[config.mk]
export PLATFORM = sky130hd
export DESIGN_NAME = opb_cfg_master
export DESIGN_NICKNAME = d
export VERILOG_FILES = /design/src/rtl/opb_cfg_master.sv
export SDC_FILE = /design/constraint.sdc
export NUM_CORES = 1
export LEC_CHECK = 0
export BUFFER_PORTS_ARGS = -buffer_cell sky130_fd_sc_hd__buf_4
export CORE_MARGIN = 8
export CORE_UTILIZATION = 40
export CTS_BUF_LIST = sky130_fd_sc_hd__clkbuf_2
export CTS_CLUSTER_DIAMETER = 150
export DETAILED_ROUTE_END_ITERATION = 6
export PLACE_DENSITY = 0.73
export SYNTH_ARGS = -nofsm -noshare
export SYNTH_HDL_FRONTEND = slang
export SYNTH_SLANG_ARGS = --single-unit
[constraint.sdc]
create_clock -name OPB_Clk -period 1.64 [get_ports OPB_Clk]
set_input_delay 0.082 -clock OPB_Clk [delete_from_list [all_inputs] [get_ports OPB_Clk]]
set_output_delay 0.082 -clock OPB_Clk [all_outputs]
set_load 0.05 [all_outputs]
[src/rtl/opb_cfg_master.sv]
// Single-beat OPB master for the QDR sniffer config-register slaves.
// Takes one read/write command at a time from a local sequencer, requests the bus,
// performs the transfer and returns a one-cycle completion pulse with data and status.
// Slave retry, error-ack and a transfer timeout are handled so the sequencer never hangs.
//
// Optional feature macro: OPB_CFG_MASTER_RETRY_CAP_EN
//   defined   - a retry seen when MAX_RETRY-1 retries have already happened ends the
//               command with rsp_err=1 instead of re-requesting the bus.
//   undefined - retries are unlimited and no retry counter exists.
module opb_cfg_master #(
    parameter int unsigned C_OPB_AWIDTH   = 32,
    parameter int unsigned C_OPB_DWIDTH   = 32,
    parameter int unsigned TIMEOUT_CYCLES = 16,
    parameter int unsigned MAX_RETRY      = 4
) (
    input  logic                        OPB_Clk,
    input  logic                        OPB_Rst,
    // Local command / response interface
    input  logic                        cmd_valid,
    output logic                        cmd_ready,
    input  logic                        cmd_rnw,
    input  logic [0:C_OPB_AWIDTH-1]     cmd_addr,
    input  logic [0:C_OPB_DWIDTH-1]     cmd_wdata,
    input  logic [0:C_OPB_DWIDTH/8-1]   cmd_be,
    output logic                        rsp_valid,
    output logic [0:C_OPB_DWIDTH-1]     rsp_rdata,
    output logic                        rsp_err,
    output logic                        rsp_tout,
    // OPB master side
    output logic                        M_request,
    output logic                        M_select,
    output logic                        M_RNW,
    output logic [0:C_OPB_AWIDTH-1]     M_ABus,
    output logic [0:C_OPB_DWIDTH-1]     M_DBus,
    output logic [0:C_OPB_DWIDTH/8-1]   M_BE,
    output logic                        M_seqAddr,
    input  logic                        OPB_MGrant,
    input  logic                        OPB_xferAck,
    input  logic                        OPB_errAck,
    input  logic                        OPB_retry,
    input  logic                        OPB_toutSup,
    input  logic [0:C_OPB_DWIDTH-1]     OPB_DBus
);

    // Elaboration-time parameter range checks
    if (C_OPB_AWIDTH != 32 || C_OPB_DWIDTH != 32) begin : g_bad_width
        $error("opb_cfg_master: OPB address and data widths are fixed at 32");
    end
    if (TIMEOUT_CYCLES < 2 || TIMEOUT_CYCLES > 255) begin : g_bad_timeout
        $error("opb_cfg_master: TIMEOUT_CYCLES must be in 2..255");
    end
    if (MAX_RETRY < 1 || MAX_RETRY > 15) begin : g_bad_retry
        $error("opb_cfg_master: MAX_RETRY must be in 1..15");
    end

    localparam int unsigned BW = C_OPB_DWIDTH / 8;

    // Last XFER cycle count before the master gives up on a silent slave
    localparam logic [7:0] TOUT_LAST = 8'(TIMEOUT_CYCLES - 1);

`ifdef OPB_CFG_MASTER_RETRY_CAP_EN
    localparam logic [3:0] RETRY_LAST = 4'(MAX_RETRY - 1);
`endif

    typedef enum logic [1:0] {
        StIdle,
        StReq,
        StXfer,
        StResp
    } state_e;

    state_e                     r_state;
    state_e                     w_state_nxt;

    logic                       r_rnw;
    logic                       w_rnw_nxt;
    logic [0:C_OPB_AWIDTH-1]    r_addr;
    logic [0:C_OPB_AWIDTH-1]    w_addr_nxt;
    logic [0:C_OPB_DWIDTH-1]    r_wdata;
    logic [0:C_OPB_DWIDTH-1]    w_wdata_nxt;
    logic [0:BW-1]              r_be;
    logic [0:BW-1]              w_be_nxt;
    logic [0:C_OPB_DWIDTH-1]    r_rdata;
    logic [0:C_OPB_DWIDTH-1]    w_rdata_nxt;
    logic                       r_err;
    logic                       w_err_nxt;
    logic                       r_tout;
    logic                       w_tout_nxt;
    logic [7:0]                 r_tout_cnt;
    logic [7:0]                 w_tout_cnt_nxt;
`ifdef OPB_CFG_MASTER_RETRY_CAP_EN
    logic [3:0]                 r_retry_cnt;
    logic [3:0]                 w_retry_cnt_nxt;
`endif

    logic                       w_sel;

    // State register
    always_ff @(posedge OPB_Clk) begin
        if (OPB_Rst) begin
            r_state <= StIdle;
        end else begin
            r_state <= w_state_nxt;
        end
    end

    // Next-state and datapath next values; xferAck beats retry beats timeout
    always_comb begin
        w_state_nxt    = r_state;
        w_rnw_nxt      = r_rnw;
        w_addr_nxt     = r_addr;
        w_wdata_nxt    = r_wdata;
        w_be_nxt       = r_be;
        w_rdata_nxt    = r_rdata;
        w_err_nxt      = r_err;
        w_tout_nxt     = r_tout;
        w_tout_cnt_nxt = r_tout_cnt;
`ifdef OPB_CFG_MASTER_RETRY_CAP_EN
        w_retry_cnt_nxt = r_retry_cnt;
`endif
        unique case (r_state)
            StIdle: begin
                if (cmd_valid) begin
                    w_rnw_nxt      = cmd_rnw;
                    w_addr_nxt     = cmd_addr;
                    w_wdata_nxt    = cmd_wdata;
                    w_be_nxt       = cmd_be;
                    // Writes and aborted reads report zero data
                    w_rdata_nxt    = '0;
                    w_err_nxt      = 1'b0;
                    w_tout_nxt     = 1'b0;
                    w_tout_cnt_nxt = '0;
`ifdef OPB_CFG_MASTER_RETRY_CAP_EN
                    w_retry_cnt_nxt = '0;
`endif
                    w_state_nxt    = StReq;
                end
            end
            StReq: begin
                if (OPB_MGrant) begin
                    w_state_nxt = StXfer;
                end
            end
            StXfer: begin
                if (!OPB_toutSup) begin
                    w_tout_cnt_nxt = r_tout_cnt + 8'd1;
                end
                if (OPB_xferAck) begin
                    if (r_rnw) begin
                        w_rdata_nxt = OPB_DBus;
                    end
                    w_err_nxt   = OPB_errAck;
                    w_state_nxt = StResp;
                end else if (OPB_retry) begin
`ifdef OPB_CFG_MASTER_RETRY_CAP_EN
                    if (r_retry_cnt == RETRY_LAST) begin
                        w_err_nxt   = 1'b1;
                        w_state_nxt = StResp;
                    end else begin
                        w_retry_cnt_nxt = r_retry_cnt + 4'd1;
                        w_tout_cnt_nxt  = '0;
                        w_state_nxt     = StReq;
                    end
`else
                    w_tout_cnt_nxt = '0;
                    w_state_nxt    = StReq;
`endif
                end else if (!OPB_toutSup && (r_tout_cnt == TOUT_LAST)) begin
                    w_tout_nxt  = 1'b1;
                    w_state_nxt = StResp;
                end
            end
            StResp: begin
                w_err_nxt   = 1'b0;
                w_tout_nxt  = 1'b0;
                w_state_nxt = StIdle;
            end
            default: begin
                w_state_nxt = StIdle;
            end
        endcase
    end

    // Command latch, response and counter registers
    always_ff @(posedge OPB_Clk) begin
        if (OPB_Rst) begin
            r_rnw      <= 1'b0;
            r_addr     <= '0;
            r_wdata    <= '0;
            r_be       <= '0;
            r_rdata    <= '0;
            r_err      <= 1'b0;
            r_tout     <= 1'b0;
            r_tout_cnt <= '0;
`ifdef OPB_CFG_MASTER_RETRY_CAP_EN
            r_retry_cnt <= '0;
`endif
        end else begin
            r_rnw      <= w_rnw_nxt;
            r_addr     <= w_addr_nxt;
            r_wdata    <= w_wdata_nxt;
            r_be       <= w_be_nxt;
            r_rdata    <= w_rdata_nxt;
            r_err      <= w_err_nxt;
            r_tout     <= w_tout_nxt;
            r_tout_cnt <= w_tout_cnt_nxt;
`ifdef OPB_CFG_MASTER_RETRY_CAP_EN
            r_retry_cnt <= w_retry_cnt_nxt;
`endif
        end
    end

    assign w_sel = (r_state == StXfer);

    // Bus outputs are forced to zero when not selected so they can be OR-ed onto the OPB;
    // the data bus is only driven for writes since the slave owns it during reads.
    assign cmd_ready = (r_state == StIdle);
    assign M_request = (r_state == StReq);
    assign M_select  = w_sel;
    assign M_RNW     = w_sel & r_rnw;
    assign M_ABus    = w_sel ? r_addr : '0;
    assign M_DBus    = (w_sel && !r_rnw) ? r_wdata : '0;
    assign M_BE      = w_sel ? r_be : '0;
    assign M_seqAddr = 1'b0;
    assign rsp_valid = (r_state == StResp);
    assign rsp_rdata = r_rdata;
    assign rsp_err   = r_err;
    assign rsp_tout  = r_tout;

endmodule

Yosys cells after proc, flatten, opt, wreduce, memory -nomap -nowiden

Cells that the tools add are included.

Flip-flop bits (word level): 113
Logic and storage cells: 61
Output and inout bits: 108
Bits of input ports: 109

Mux-type cells: 25
Equality and inequality tests: 12
$add $sub $neg: 1
Reductions and logical operators: 13
Bitwise operators: 1

Operators by type and width:

| operator            | number |
|---|---|
| $mux 32             | 5 |
| $pmux 32 s2         | 1 |
| $mux 8              | 4 |
| $pmux 8 s2          | 1 |
| $mux 2              | 5 |
| $ne 2x2->1 const B  | 5 |
| $add 8x1->8 const B | 1 |
| $eq 8x4->1 const B  | 1 |
| $pmux 2 s4          | 1 |
| $pmux 1 s3          | 2 |
| $reduce_and 3->1    | 2 |
| $mux 1              | 5 |
| $reduce_and 5->1    | 1 |
| $eq 2x2->1 const B  | 2 |
| $mux 4              | 1 |
| $ne 2x1->1 const B  | 2 |
| $ne 4x3->1 const B  | 1 |
| $reduce_and 2->1    | 2 |
| $reduce_and 4->1    | 1 |
| $reduce_bool 3->1   | 1 |
| $eq 2x1->1 const B  | 1 |
| $logic_and 1x1->1   | 2 |
| $logic_not 1->1     | 2 |
| $logic_not 2->1     | 1 |
| other kinds (2)     | 2 |

Depth between registers and ports, before layout

Gate-level depths: netlist (run 1).

Depth after elaboration: 6
Gate-level depth with buffers: 8
Depth with buffers taken out: 6

Least setup slack after synthesis (run 1)

OpenSTA, ideal clock, no wires.

Path type: reg2out
Start: reg r_state[0]
End: out M_ABus[0] (netlist bit)
Arrival time: 2,118 ps
Slack: -560 ps
Stages on the path, launching flop included: 7
Required time: 1,558 ps
Buffers on the path: 3
Cells stage by stage: dfxtp_1 > inv_1 > ha_1 > clkbuf_2 > clkbuf_1 > clkbuf_1 > and2_1

Word-level cells in the longest chain between the ends: 2

RTL lines:

| what                     | line | source |
|---|---|---|
| start: declaration       | 72   | `state_e r_state;` |
| start signal: assignment | 101  | `r_state <= StIdle;` |
| start signal: assignment | 103  | `r_state <= w_state_nxt;` |
| $eq 2x2->1               | 213  | `assign w_sel = (r_state == StXfer);` |
| named net M_select       | 31   | `output logic M_select,` |
| $mux 32                  | 221  | `assign M_ABus = w_sel ? r_addr : '0;` |
| end: declaration         | 33   | `output logic [0:C_OPB_AWIDTH-1] M_ABus,` |

The timed path passes the listed nets, and every way through them passes these cells.

Worst setup path in the final report (run 1)

Start: reg r_state[0]
End: out M_DBus[10] (netlist bit)

Word-level cells in the longest chain between the ends: 3

RTL lines:

| what              | line | source |
|---|---|---|
| $eq 2x2->1        | 213  |  |
| $logic_and 1x1->1 | 222  | `assign M_DBus = (w_sel && !r_rnw) ? r_wdata : '0;` |
| $mux 32           | 222  |  |
| end: declaration  | 34   | `output logic [0:C_OPB_DWIDTH-1] M_DBus,` |

Every way passes these cells.

==> results of run 1 <==
## power groups by stage
| stage | sequential (mW) | clock [mW] | combinational, mW |
|---|---|---|---|
| 2_1_floorplan | 3.30 | 0 | 1.57 |
| 3_3_place_gp | 3.22 | 0 | 2.34 |
| 3_5_place_dp | 3.24 | 0 | 2.40 |
| 4_1_cts | 3.18 | 2.10 | 3.00 |
| 5_1_grt | 3.23 | 2.24 | 3.61 |
| 6_report | 3.21 | 2.07 | 3.43 |
## per-stage QoR
stage	area [um2]	hold slack [ps]
after floorplan	4940	218
after global placement	6690	329
after detailed placement	6690	339
after CTS	8640	133
after global routing	8850	119
final	8850	195
## registers in the layout, summed over array words and instances, names as in the netlist
register    cells
rsp_err         1
r_wdata        32
r_tout_cnt      8
r_be            4
r_addr         32
r_rnw           1
rsp_rdata      32
r_state         2
rsp_tout        1
## repair_timing
item | in CTS | in global routing
hold buffers | 108 | 0
buffers inserted | 9 | 4
cloned | 4 | 9
endpoints found under the setup margin | 104 | 178
gates resized for setup | 115 | 19
hold endpoints to repair | 113 | 0
pin swaps | 16 | 4
## layer usage
metal	routed length, um	vias to the layer above	share of wire [%]	global-route usage, %
met4	436	0	2.1	8.50
met3	1780	46	8.6	8.68
met5	0	-	0	0
met1	7910	2729	38	25.8
li1	-	2649	-	-
met2	10500	345	51	42.6
## placed cells by master (no fill, tap or decap), types with 6 or more instances in the layout
cell,count
nand2_1,175
buf_4,161
dfxtp_1,111
dlygate4sd3_1,108
a21oi_1,104
and2_4,70
buf_6,36
buf_8,34
nand3_1,33
clkbuf_2,18
nor2_1,11
buf_12,10
clkbuf_16,6
## path summary, 6_finish.rpt
| check | start | endpoint | slack (ps) | cells after the start |
|---|---|---|---|---|
| hold / removal | cmd_wdata[0] | r_wdata[0] | 190 | 4 |
| setup / recovery | r_state[0] | M_DBus[10] | -430 | 6 |
| setup reg to reg | r_state[0] | rsp_rdata[12] | -290 | 10 |
| hold reg to reg | rsp_rdata[30] | rsp_rdata[30] | 460 | 2 |
## cell type report
class,instances,area (um2)
diodes,2,5.00
clock buffers,18,90.1
clock inverters,14,169
fillers,674,2610
inverters,5,23.8
multi-input cells,446,2500
flip-flops and latches,113,2270
well taps,143,179
repair buffers,357,3620
## worst max-delay path, stage by stage (launching register included)
cell and delay, ps:
dfxtp_4 400, inv_4 60, ha_4 130, nor2b_4 230, buf_6 180, and2_4 170, buf_8 140
## cells by family after synthesis
family | share of synthesized area (%)
mux | 0.479
xor+xnor | 0.932
flops | 48.1
other cells | 0.0798
compound gates | 13.3
buf+inv | 4.63
simple gates | 31.1
fa+ha+maj | 1.33
==> summary.txt, run 1 <==
status: finished, violations left
failing checks: negative setup slack
CTS buffer count: 17
Initial Utilization: 41.0%
pre-CTS setup slack: -16.1 ps
most frequent cell after synthesis: nand2_1
Yosys cell types: 35
global route total overflow: 0
clock root cell: clkbuf_2
HP Class: input port to flip-flop
Routed Antenna Nets: 0
Sw Pwr: 3.13 mW
Worst Setup Start Kind: flip-flop
DRT iter0 DRCs: 689
CP max FO: 8
number of synthesized flops with an enable pin: 0
sequential-to-total area share from yosys stat: 48.1%
worst setup path category: flip-flop to output port
Clock Latency Late Sink: 670 ps
switching share of total power: 36.0%
Pleak: 3.80 nW
die area: 15500 um2
ys flop type: dfxtp_1
VDD IR max: 581 uV
final worst setup slack: -434 ps
ys async rst share: 0%
maxcap violations: 0
area delta synth->final: 88.3%
CTS Sinks: 113
residual DRC count: 0
Mapped Cells: 609
syn_area_per_cell: 7.72 um2
clk buf depth: 2
endpoints failing hold: 0
Final Setup Violations: 111
Setup TNS: -33490 ps
Mapped Nets: 723
Layout Cells excl Fill: 1098
gr usage total: 24.1%
vias in the first global route: 5733
Core Area: 11500 um2
IO buf count: 215
Cell Count Post-Placement: 933
Post-Route WL: 20700 um
Nets: 1054
Pwr Density: 983 nW/um2
crit path time final: 2070 ps
fin crit share: 126%
Clk pin slew, worst setup/hold paths: 190 ps
wire per inst: 18.8 um
P_int: 5.57 mW
CP required: 1560 ps
first-pass GRT wire length: 30500 um
largest net degree at the start of global routing: 58
FF+latch count, synth: 113
DR vias/cell: 5.25
HPWL Detailed: 11000 um
Synth area leaders: dfxtp_1 48%, nand2_1 14%, a21oi_1 11%
Max Clock Freq: 482 MHz
fraction of layout cells with a size suffix above 1: 38.7%
Yosys top cell by area: dfxtp_1
most common library cells after synthesis: 176 x nand2_1, 113 x dfxtp_1, 107 x a21oi_1
synth warn: 0
H-tree Lvls: 4
TritonCTS clock tree: yes
Via Count: 5769
Die H: 124 um
CP endpoint kind: output port
Initial DRT Pass Iterations: 5
initial antenna violation count: 1
Worst Skew: 32.2 ps
total design power: 8.70 mW
Flop pwr share: 36.8%
Core Util, Final: 77.2%
Logic pwr share: 39.4%
row count: 39
worst endpoint data arrival time: 1990 ps
IO Pins: 217
Yosys top cell area share: 48.1%
GPL Wtd Cong: 0.804
chip width: 124 um
unrepaired setup endpoints after global routing: true
fin. max-slew vios: 0
Clock Power Share: 23.8%
netlist area before placement: 4700 um2
No activity file was read; power rests on OpenSTA's default activity.
==> run 2: changes to the inputs <==
Settings changed: SKIP_CTS_REPAIR_TIMING from default to 1.
==> summary.txt, run 2 (synthesized netlist as in run 1, its figures left out) <==
status: finished, violations left (unchanged)
failing checks: negative setup slack (unchanged)
DRT iter0 DRCs: 565 (was 689)
switching share of total power: 37.1% (was 36.0%)
Flop pwr share: 35.6% (was 36.8%)
logic depth of the worst path, buffers included: 6 (unchanged)
Worst Setup Start Kind: flip-flop (unchanged)
Die H: 124 um (unchanged)
P_int: 5.68 mW (was 5.57 mW)
Max Clock Freq: 450 MHz (was 482 MHz)
Slowest Stage Delay on Critical Path: 400 ps (about the same)
Layout Cells excl Fill: 1102 (was 1098)
endpoints failing hold: 0 (unchanged)
IO buf count: 215 (unchanged)
gr usage total: 18.4% (was 24.1%)
DR vias/cell: 5.21 (was 5.25)
Worst Skew: 32.1 ps (was 32.2 ps)
Via Count: 5745 (was 5769)
Setup TNS: -37750 ps (was -33490 ps)
wire per inst: 19.4 um (was 18.8 um)
unrepaired setup endpoints after global routing: true (unchanged)
crit-path leading delay family: simple AND/OR/NAND/NOR gates (was flip-flops)
largest net degree at the start of global routing: 58 (unchanged)
most frequent cells in the layout: 159 x nand2_1, 156 x buf_4, 111 x dfxtp_1 (was 175 x nand2_1, 161 x buf_4, 111 x dfxtp_1)
maxcap violations: 0 (unchanged)
area delta synth->final: 98.1% (was 88.3%)
Final Setup Violations: 116 (was 111)
global route total overflow: 0 (unchanged)
Nets: 1059 (was 1054)
row count: 39 (unchanged)
worst reg2reg setup slack: -240 ps (was -290 ps)
fin. max-slew vios: 0 (unchanged)
Initial Utilization: 41.0% (unchanged)
most common cell after layout, fill and taps aside: nand2_1 (unchanged)
clk buf depth: 2 (unchanged)
final worst setup slack: -581 ps (was -434 ps)
Pwr Density: 970 nW/um2 (was 983 nW/um2)
Logic pwr share: 41.1% (was 39.4%)
Cell Count Post-Placement: 933 (unchanged)
Pleak: 3.86 nW (was 3.80 nW)
initial antenna violation count: 1 (unchanged)
Clk pin slew, worst setup/hold paths: 210 ps (was 190 ps)
Hold Path Depth: 4 (unchanged)
chip width: 124 um (unchanged)
Sw Pwr: 3.35 mW (was 3.13 mW)
IO Pins: 217 (unchanged)
worst setup path category: flip-flop to output port (unchanged)
residual DRC count: 0 (unchanged)
fillers: 594 (was 674)
HPWL Detailed: 11000 um (unchanged)
fraction of layout cells with a size suffix above 1: 45.3% (was 38.7%)
worst endpoint data arrival time: 2140 ps (was 1990 ps)
vias in the first global route: 4702 (was 5733)
H-tree Lvls: 4 (unchanged)
Routed Antenna Nets: 0 (unchanged)
crit path time final: 2220 ps (was 2070 ps)
CP max FO: 8 (unchanged)
CP Buf/Inv Count: 3 (unchanged)
fin crit share: 135% (was 126%)
VDD IR max: 590 uV (was 581 uV)
Post-Route WL: 21400 um (was 20700 um)
Reg2Reg Depth: 9 (was 10)
CTS buffer count: 17 (unchanged)
CP endpoint kind: output port (unchanged)
GPL Wtd Cong: 0.804 (unchanged)
Initial DRT Pass Iterations: 6 (was 5)
HP Class: input port to flip-flop (unchanged)
WHS: 169 ps (was 195 ps)
clock root cell: clkbuf_2 (unchanged)
slowest stage cell, crit path: dfxtp_4 (unchanged)
CTS Sinks: 113 (unchanged)
die area: 15500 um2 (unchanged)
CP required: 1560 ps (about the same)
TritonCTS clock tree: yes (unchanged)
Core Area: 11500 um2 (unchanged)
Clock Power Share: 23.3% (was 23.8%)
CP Cell Sequence: inv_4, ha_4, nor2b_4, clkbuf_16, and2_4, buf_8 (was inv_4, ha_4, nor2b_4, buf_6, and2_4, buf_8)
first-pass GRT wire length: 23700 um (was 30500 um)
Clock Latency Late Sink: 700 ps (was 670 ps)
run 2: layout make-up:
| class | count | area (um2) | share of cell area, % |
|---|---|---|---|
| clock inverters | 14 | 169 | 1.81 |
| well taps | 143 | 179 | 1.92 |
| inverters | 5 | 23.8 | 0.255 |
| diodes | 1 | 2.50 | 0.0269 |
| repair buffers | 363 | 3760 | 40.4 |
| multi-input cells | 445 | 2820 | 30.2 |
| flip-flops and latches | 113 | 2270 | 24.4 |
| clock buffers | 18 | 90.1 | 0.968 |
run 2: power by group through the flow:
stage / clock network, mW / logic [mW] / registers [mW]
2_1_floorplan: 0 / 1.57 / 3.30
3_3_place_gp: 0 / 2.34 / 3.22
3_5_place_dp: 0 / 2.40 / 3.24
4_1_cts: 2.10 / 2.41 / 3.18
5_1_grt: 2.26 / 3.89 / 3.24
6_report: 2.10 / 3.71 / 3.22
run 2: worst register-to-register path: stages, from the launching register on:
cell,delay (ps)
dfxtp_4,400
inv_4,60
buf_4,110
ha_4,160
mux2i_4,370
buf_6,150
a21o_4,150
clkbuf_16,180
nand2_1,70
a21oi_1,150
run 2: per-layer routing:
| layer | GRT usage (%) | vias to the layer above | routed length, um |
|---|---|---|---|
| met3 | 8.51 | 57 | 1670 |
| met1 | 21.1 | 2728 | 8090 |
| met4 | 6.80 | 0 | 690 |
| li1 | - | 2663 | - |
| met2 | 29.3 | 297 | 10900 |
| met5 | 0 | - | 0 |
run 2: path summary, 6_finish.rpt:
path,start,end
setup / recovery,r_state[0],M_DBus[4]
hold / removal,OPB_DBus[5],rsp_rdata[5]
setup reg to reg,r_state[0],rsp_rdata[16]
hold reg to reg,r_addr[28],r_addr[28]
run 2: stage by stage:
step | power, mW | utilization (%) | worst slack (ps) | cell area [um2]
after floorplan | 4.87 | - | -28.2 | 4940
after global placement | 5.57 | 58.4 | 61.8 | 6690
after detailed placement | 5.64 | 58.4 | -16.1 | 6690
after CTS | 7.69 | 60.6 | -683 | 6950
after global routing | 9.39 | 81.2 | -673 | 9310
final | 9.03 | 81.2 | -581 | 9310
